--- config.mk ---
export PLATFORM = sky130hd
export DESIGN_NAME = elevator_car_controller
export DESIGN_NICKNAME = d
export VERILOG_FILES = /design/src/rtl/elevator_car_controller.sv
export SDC_FILE = /design/constraint.sdc
export NUM_CORES = 1
export LEC_CHECK = 0
export ABC_AREA = 1
export CORE_MARGIN = 2
export CORE_UTILIZATION = 40
export CTS_CLUSTER_DIAMETER = 100
export DETAILED_ROUTE_END_ITERATION = 6
export GPL_ROUTABILITY_DRIVEN = 0
export SYNTH_ARGS = -nofsm -noshare
export SYNTH_HDL_FRONTEND = slang
export SYNTH_SLANG_ARGS = --single-unit
export TNS_END_PERCENT = 10
--- constraint.sdc ---
create_clock -name clk -period 2.15 [get_ports clk]
set_input_delay 0.43 -clock clk [delete_from_list [all_inputs] [get_ports clk]]
set_output_delay 0.43 -clock clk [all_outputs]
set_load 0.1 [all_outputs]
--- src/rtl/elevator_car_controller.sv ---
// elevator_car_controller: per-car sequencer that queues floor calls, steps the car
// one floor at a time and opens the doors at requested floors.
//   clk               in   clock, rising edge
//   rst               in   asynchronous active-high reset
//   call_valid        in   one-cycle floor call strobe
//   call_floor        in   floor index of the call
//   res_queue_empty   in   resolver: no pending requests
//   res_next_up_ndown in   resolver: 1=up, 0=down
//   queue_status      out  pending requests, bit i = floor i
//   current_floor     out  car position
//   current_up_ndown  out  last committed direction
//   moving            out  motor enable (MOVE)
//   door_open         out  door command (DOOR)
//   arrived           out  one-cycle pulse when a stop is served
module elevator_car_controller #(
    parameter int NUM_FLOORS    = 7,
    parameter int TRAVEL_CYCLES = 8,
    parameter int DOOR_CYCLES   = 16
) (
    input  logic                  clk,
    input  logic                  rst,
    input  logic                  call_valid,
    input  logic [2:0]            call_floor,
    input  logic                  res_queue_empty,
    input  logic                  res_next_up_ndown,
    output logic [NUM_FLOORS-1:0] queue_status,
    output logic [2:0]            current_floor,
    output logic                  current_up_ndown,
    output logic                  moving,
    output logic                  door_open,
    output logic                  arrived
);
    localparam int TMAX = (TRAVEL_CYCLES > DOOR_CYCLES) ? TRAVEL_CYCLES : DOOR_CYCLES;
    localparam int TW = $clog2(TMAX + 1);
    localparam logic [TW-1:0] TRAVEL_LD = TW'(TRAVEL_CYCLES - 1);
    localparam logic [TW-1:0] DOOR_LD   = TW'(DOOR_CYCLES - 1);
    localparam logic [2:0] TOP = 3'(NUM_FLOORS - 1);
    localparam logic [3:0] NF  = 4'(NUM_FLOORS);
    localparam logic [1:0] IDLE   = 2'd0;
    localparam logic [1:0] DECIDE = 2'd1;
    localparam logic [1:0] MOVE   = 2'd2;
    localparam logic [1:0] DOOR   = 2'd3;

    logic [1:0]            r_state, w_state;
    logic [TW-1:0]         r_timer, w_timer;
    logic [NUM_FLOORS-1:0] r_queue, w_set, w_clr;
    logic [2:0]            r_floor, w_floor, w_step_floor;
    logic                  r_dir, w_dir;
    logic                  r_moving, r_door, r_arrived, w_arrived;
    logic                  w_here_call, w_move_blocked, w_res_blocked;

    // A call for the floor the car is standing at (doors closed or open) is served by
    // the door directly and never enters the queue.
    assign w_here_call    = call_valid && call_floor == r_floor && (r_state == IDLE || r_state == DOOR);
    assign w_set          = (call_valid && {1'b0, call_floor} < NF && !w_here_call) ? NUM_FLOORS'(1) << call_floor : '0;
    assign w_step_floor   = r_dir ? r_floor + 3'd1 : r_floor - 3'd1;
    assign w_move_blocked = r_dir ? r_floor == TOP : r_floor == 3'd0;
    assign w_res_blocked  = res_next_up_ndown ? r_floor == TOP : r_floor == 3'd0;

    always_comb begin
        w_state   = r_state;
        w_timer   = r_timer;
        w_floor   = r_floor;
        w_dir     = r_dir;
        w_clr     = '0;
        w_arrived = 1'b0;
        case (r_state)
            IDLE: begin
                if (w_here_call) begin
                    w_state = DOOR;
                    w_timer = DOOR_LD;
                end else if (!res_queue_empty) begin
                    w_state = DECIDE;
                end
            end
            DECIDE: begin
                if (r_queue != '0) w_dir = res_next_up_ndown;
                if (r_queue[r_floor]) begin
                    w_clr     = NUM_FLOORS'(1) << r_floor;
                    w_arrived = 1'b1;
                    w_state   = DOOR;
                    w_timer   = DOOR_LD;
                end else if (r_queue == '0 || w_res_blocked) begin
                    // A direction that would step off the shaft is refused; IDLE retries.
                    w_state = IDLE;
                end else begin
                    w_state = MOVE;
                    w_timer = TRAVEL_LD;
                end
            end
            MOVE: begin
                if (r_timer != '0) begin
                    w_timer = r_timer - 1'b1;
                end else if (w_move_blocked) begin
                    w_state = DECIDE;
                end else begin
                    w_floor = w_step_floor;
                    if (r_queue[w_step_floor]) begin
                        w_clr     = NUM_FLOORS'(1) << w_step_floor;
                        w_arrived = 1'b1;
                        w_state   = DOOR;
                        w_timer   = DOOR_LD;
                    end else begin
                        w_timer = TRAVEL_LD;
                    end
                end
            end
            default: begin
                if (w_here_call) begin
                    w_timer = DOOR_LD;
                end else if (r_timer != '0) begin
                    w_timer = r_timer - 1'b1;
                end else begin
                    w_state = DECIDE;
                end
            end
        endcase
    end

    always_ff @(posedge clk or posedge rst) begin
        if (rst) begin
            r_state   <= IDLE;
            r_timer   <= '0;
            r_queue   <= '0;
            r_floor   <= 3'd0;
            r_dir     <= 1'b1;
            r_moving  <= 1'b0;
            r_door    <= 1'b0;
            r_arrived <= 1'b0;
        end else begin
            r_state   <= w_state;
            r_timer   <= w_timer;
            // Clear after set: a call for a floor being served this cycle is dropped.
            r_queue   <= (r_queue | w_set) & ~w_clr;
            r_floor   <= w_floor;
            r_dir     <= w_dir;
            r_moving  <= w_state == MOVE;
            r_door    <= w_state == DOOR;
            r_arrived <= w_arrived;
        end
    end

    assign queue_status     = r_queue;
    assign current_floor    = r_floor;
    assign current_up_ndown = r_dir;
    assign moving           = r_moving;
    assign door_open        = r_door;
    assign arrived          = r_arrived;
endmodule

==> metrics.md, run 1 <==
| Metric | Value |
|---|---|
| Final setup violation count | 0 |
| Min-Delay Path Class | in -> async |
| Setup CP Type | reg -> reg |
| Startpoint types | flop |
| Max Root-Sink Buffers | 2 |
| Share of layout cells above drive strength 1 | 17.30% |
| Drt first-iter violations | 107 |
| Clk root buf | clkbuf_8 |
| Post-synth EDFFs | 0 |
| Initial antenna violation count | 0 |
| FP Rows | 24 |
| Critical Path Slowest Stage Cell | dfstp_4 |
| CP arrival | 2.18 ns |
| Die X | 72.09 um |
| Slew HR | 57.69% |
| Cts hold-fix bufs | 0 |
| CTS Sinks | 21 |
| Finished Core Util | 50.96% |
| Reg2reg end | door_open |
| WL/cell | 12.79 um |
| Final min period | 2.014 ns |
| R2R cell count | 11 |
| Clk pin slew, worst setup/hold paths | 0.08 ns |
| Final setup TNS | 0 ns |
| Worst-margin pin slew | 0.6339 ns |
| CTS buffer count | 3 |
| Worst r2r src | current_up_ndown |
| Seq/Total Area, Yosys | 28.41% |
| CTS H-tree lvls | 1 |
| First-pass GRT wire length | 8.390 mm |
| Top delay family on crit path | simple AND/OR/NAND/NOR gates |
| Worst-path maximum fanout | 6 |
| Final period utilization | 93.66% |
| Initial Util | 42.01% |
| Top post-synthesis cells by area | dfrtp_1, nand2_1, inv_1, ha_1, nand3_1 |
| Flops & latches, synth | 21 |
| Ys flop type | dfrtp_1 |
| TritonCTS clock tree | done |
| Max-slew violation count | 0 |
| Slowest stage delay, CP | 0.65 ns |
| Core area | 4414 um^2 |
| Remaining DRCs | 0 |
| Hpwl dp | 3.701 mm |
| Gate Count Post-Synth | 288 |
| GRT Total Usage | 20.39% |
| Syn nets | 308 |
| Net count reported at finish | 339 |
| FMAX | 0.4966 GHz |
| Pre-CTS setup slack | 0.07503 ns |
| # Max-Cap Violations | 0 |
| IO Port Bufs | 21 |
| Final ANT Viol Nets | 0 |
| Ant. Diodes | 0 |
| Area share of the largest cell type after synthesis | 26.99% |
| Commonest cells in the netlist | nand2_1, inv_1, nand3_1, nor2_1, dfrtp_1 |
| CP startpoint | current_up_ndown |
| Crit path buffers/inverters | 1 |
| Die ar. | 5196 um^2 |
| Clk_skew | 0.006626 ns |
| Grt total ovfl | 0 |
| CP cell instances | fa_2 -> inv_2 -> nand3_1 -> nand2_2 -> nand2_1 -> nand3_2 -> nand2_1 -> nand2_1 -> nand2_1 -> nand2_2 -> nor2_1 |
| Hold Vio Cnt, Final | 0 |
| Vias in the first global route | 1738 |
| Cell variety after synth | 28 |
| Reg2Reg Setup Slack | 0.14 ns |
| Vias | 1824 |
| Post-synthesis cell area | 1854 um^2 |
| Required @ worst endpoint | 2.31 ns |
| Die H | 72.09 um |
| CP dominant cell by count | nand2_1 |
| Worst-Skew Late Latency | 0.27 ns |
| Layout area overhead | 21.32% |
| Ys async rst share | 100.0% |
| Final WS setup | 0.1363 ns |
| First-pass detailed-route iteration total | 4 |
| DRT Wirelength | 4.734 mm |
| Synth warnings | 0 |
| Top-count cell post-synth | nand2_1 |
| Via/cell ratio | 4.930 |
| Hold slack | 0.5439 ns |
| CP endpoint kind | flop |
| IO Count | 22 |
| Largest net degree at the start of global routing | 17 |
| Yosys top cell by area | dfrtp_1 |
| Outcome | complete, no violations |
| Avg Cell Area, Syn | 6.438 um^2 |
==> sequential cells by signal, indices dropped and copies added (netlist names) <==
name              cells
arrived               1
current_floor         3
current_up_ndown      1
door_open             1
moving                1
queue_status          7
r_state               2
r_timer               5
==> cell families after synthesis <==
logic type	Yosys count	share of synthesized area [%]
flops	21	28.41
simple gates	161	38.26
compound gates	34	10.86
xor+xnor	4	1.890
fa+ha+maj	12	8.502
buf+inv	56	12.08
==> cell usage in the layout, fill, tap and decap left out, drive strengths merged, types with 2 or more instances in the layout <==
cell type,netlist,final
a21boi,2,2
a21oi,13,13
buf,5,24
clkbuf,0,3
clkdlybuf4s50,0,7
dfrtp,20,20
ha,11,11
inv,51,51
nand2,91,91
nand3,26,26
nand4,9,9
nor2,31,31
nor3,2,2
o21ai,11,11
o31ai,6,6
xor2,3,3
==> metrics by stage <==
stage,std cells,area (um^2)
global route,370,2250
floorplan,288,1882
detailed placement,365,2178
CTS,369,2225
finish,370,2250
global placement,365,2178
==> worst register-to-register path, delay by kind of cell, from the launching register on <==
family | cells | cell delay [ns]
flops | 1 | 0.65
fa+ha+maj | 1 | 0.49
buf+inv | 1 | 0.09
simple gates | 9 | 0.67
==> worst max-delay path by stage <==
stage                       endpoint  cells past startpoint
after floorplan               moving                     12
after global placement    r_timer[2]                     12
after detailed placement  r_timer[3]                     12
after CTS                     moving                     11
after global routing          moving                     11
final                      door_open                     11
==> routing by layer <==
layer,up-vias,track usage [%],part of all wire (%)
met5,-,0,0
met4,0,1.887,0.32
met3,2,3.472,4.3
met2,38,31.09,43
met1,816,31.30,53
li1,968,-,-
==> area by class of cell <==
cell class	count	area, um^2
flip-flops and latches	21	538.0
well taps	52	65.06
fillers	470	2165
inverters	51	193.9
multi-input cells	211	1131
repair buffers	31	275.3
clock buffers	3	41.29
clock inverters	1	5.005
==> what timing repair did <==
action | 4_1_cts | 5_1_grt
buffers inserted | 0 | 1
gates resized for setup | 0 | 7
endpoints found under the setup margin | 0 | 9
Power of run 1 is left out: the tool's default activity adds up to more than one toggle a clock period on the data nets, which glitch-free logic cannot reach.
==> run 2: changes to the inputs <==
--- a/config.mk
+++ b/config.mk
@@ -11,6 +11,7 @@
 export CTS_CLUSTER_DIAMETER = 100
 export DETAILED_ROUTE_END_ITERATION = 6
 export GPL_ROUTABILITY_DRIVEN = 0
+export PLACE_DENSITY_LB_ADDON = 0.12
 export SYNTH_ARGS = -nofsm -noshare
 export SYNTH_HDL_FRONTEND = slang
 export SYNTH_SLANG_ARGS = --single-unit
==> metrics.md, run 2 (synthesized netlist as in run 1, its figures left out) <==
| Metric | Value |
|---|---|
| CTS buffer count | 3 (unchanged) |
| Worst-Skew Late Latency | 0.27 ns (about the same) |
| Filler cells | 461 (-1.9%) |
| RSZ-0062 raised after global routing | yes |
| Required @ worst endpoint | 2.32 ns (about the same) |
| R2R cell count | 9 (-2) |
| Hold slack | 0.4958 ns (-0.04815 ns) |
| CTS H-tree lvls | 1 (unchanged) |
| FP Rows | 24 (unchanged) |
| DRT Wirelength | 4.651 mm (-1.8%) |
| Die ar. | 5196 um^2 (unchanged) |
| CP endpoint kind | flop |
| Final setup TNS | 0 ns (unchanged) |
| Max FFs per register | 7 (unchanged) |
| Net count reported at finish | 339 (unchanged) |
| Die X | 72.09 um (unchanged) |
| Clk pin slew, worst setup/hold paths | 0.09 ns (about the same) |
| Storage cell area | 538.0 um^2 (unchanged) |
| Vias in the first global route | 1645 (-5.4%) |
| Multi-input logic area | 1121 um^2 (-0.88%) |
| Clk_skew | 0.01400 ns (+0.007372 ns) |
| Setup CP Type | reg -> reg |
| Initial antenna violation count | 0 (unchanged) |
| Max Root-Sink Buffers | 2 (unchanged) |
| Final min period | 2.031 ns (+0.01743 ns) |
| Final WS setup | 0.1188 ns (-0.01743 ns) |
| Worst-margin pin slew | 0.5958 ns (-0.03819 ns) |
| Vias | 1818 (-0.33%) |
| IO Port Bufs | 21 (unchanged) |
| First-pass detailed-route iteration total | 4 (unchanged) |
| Grt total ovfl | 0 (unchanged) |
| Layout area overhead | 20.78% |
| First-pass GRT wire length | 7.955 mm (-5.2%) |
| CP arrival | 2.20 ns (+0.02 ns) |
| Largest net degree at the start of global routing | 22 (+5) |
| Placed Area | 2171 um^2 (-0.34%) |
| Outcome | complete, no violations |
| Final instance area | 2240 um^2 (-0.44%) |
| Hold Vio Cnt, Final | 0 (unchanged) |
| Max-slew violation count | 0 (unchanged) |
| Cts hold-fix bufs | 0 (unchanged) |
| Ant. Diodes | 0 (unchanged) |
| WL/cell | 12.57 um (-1.8%) |
| Final ANT Viol Nets | 0 (unchanged) |
| Final period utilization | 94.47% (+0.81 points) |
| Reg2Reg Setup Slack | 0.12 ns (-0.02 ns) |
| CTS Sinks | 21 (unchanged) |
| Worst r2r src | current_up_ndown |
| TritonCTS clock tree | done |
| Die H | 72.09 um (unchanged) |
| FMAX | 0.4923 GHz (-0.86%) |
| GRT Total Usage | 19.63% (-0.76 points) |
| Startpoint types | flop |
| Share of layout cells above drive strength 1 | 16.04% (-1.3 points) |
| Pre-CTS setup slack | 0.06216 ns (-0.01287 ns) |
| Clk root buf | clkbuf_8 |
| Via/cell ratio | 4.914 (-0.33%) |
| Min-Delay Path Class | in -> async |
| Final setup violation count | 0 (unchanged) |
| IO Count | 22 (unchanged) |
| Commonest non-fill, non-tap cell in the layout | nand2_1 |
| Reg2reg end | queue_status[6] |
| Slew HR | 59.92% (+2.2 points) |
| Commonest cells after routing, fill and taps aside | nand2_1, inv_1, nor2_1, nand3_1, buf_4 |
| Core area | 4414 um^2 (unchanged) |
| Remaining DRCs | 0 (unchanged) |
| Initial Util | 42.01% (unchanged) |
| # Max-Cap Violations | 0 (unchanged) |
| Hpwl dp | 3.605 mm (-2.6%) |
| Drt first-iter violations | 60 (-44%) |
| Worst-path maximum fanout | 8 (+2) |
==> run 2: cell counts in the layout (fill, tap and decap cells not counted) <==
Identical to the previous run, type by type.
==> run 2: timing repair <==
action,4_1_cts,5_1_grt
hold endpoints to repair,0,0
setup endpoints to repair,0,5
gates resized for setup,0,2
setup buffers,0,2
==> run 2: layer usage <==
| metal | share of wire (%) | routed length (um) | vias up | global-route usage, % |
|---|---|---|---|---|
| met5 | 0 | 0 | - | 0 |
| met4 | 0.54 | 25 | 0 | 3.145 |
| met3 | 4.2 | 194 | 2 | 3.333 |
| met2 | 44 | 2056 | 40 | 29.87 |
| met1 | 51 | 2374 | 809 | 29.68 |
| li1 | - | - | 967 | - |
==> run 2: area by class of cell <==
cell class	instances	share of cell area [%]
clock buffers	3	1.844
clock inverters	1	0.2235
inverters	51	8.659
multi-input cells	211	50.06
flip-flops and latches	21	24.02
well taps	52	2.905
repair buffers	31	12.29
==> run 2: worst max-delay path by stage <==
| stage | start | to | slack, ns | cells past startpoint |
|---|---|---|---|---|
| 3_3_place_gp | call_floor[1] | r_timer[3] | 0.11 | 12 |
| 4_1_cts | current_up_ndown | moving | 0.06 | 11 |
| 3_5_place_dp | current_up_ndown | moving | 0.06 | 11 |
| 2_1_floorplan | current_floor[0] | moving | -0.03 | 12 |
| 5_1_grt | current_up_ndown | moving | -0.01 | 11 |
| 6_report | current_up_ndown | queue_status[6] | 0.12 | 9 |
==> run 2: per-stage QoR <==
step | instances | util [%]
5_1_grt | 370 | 50.74
3_5_place_dp | 364 | 49.18
3_3_place_gp | 364 | 49.18
4_1_cts | 368 | 50.23
2_1_floorplan | 288 | -
6_report | 370 | 50.74
==> run 2: critical path: stages (launching register included) <==
cell     delay, ns
dfstp_4       0.65
fa_2          0.48
inv_1         0.09
nand3_1       0.07
nand2_1       0.09
nand2_1       0.09
o21ai_4       0.12
nand4_1       0.16
nand2_1       0.12
a21oi_1       0.06
Power of run 2 is left out for the same reason.
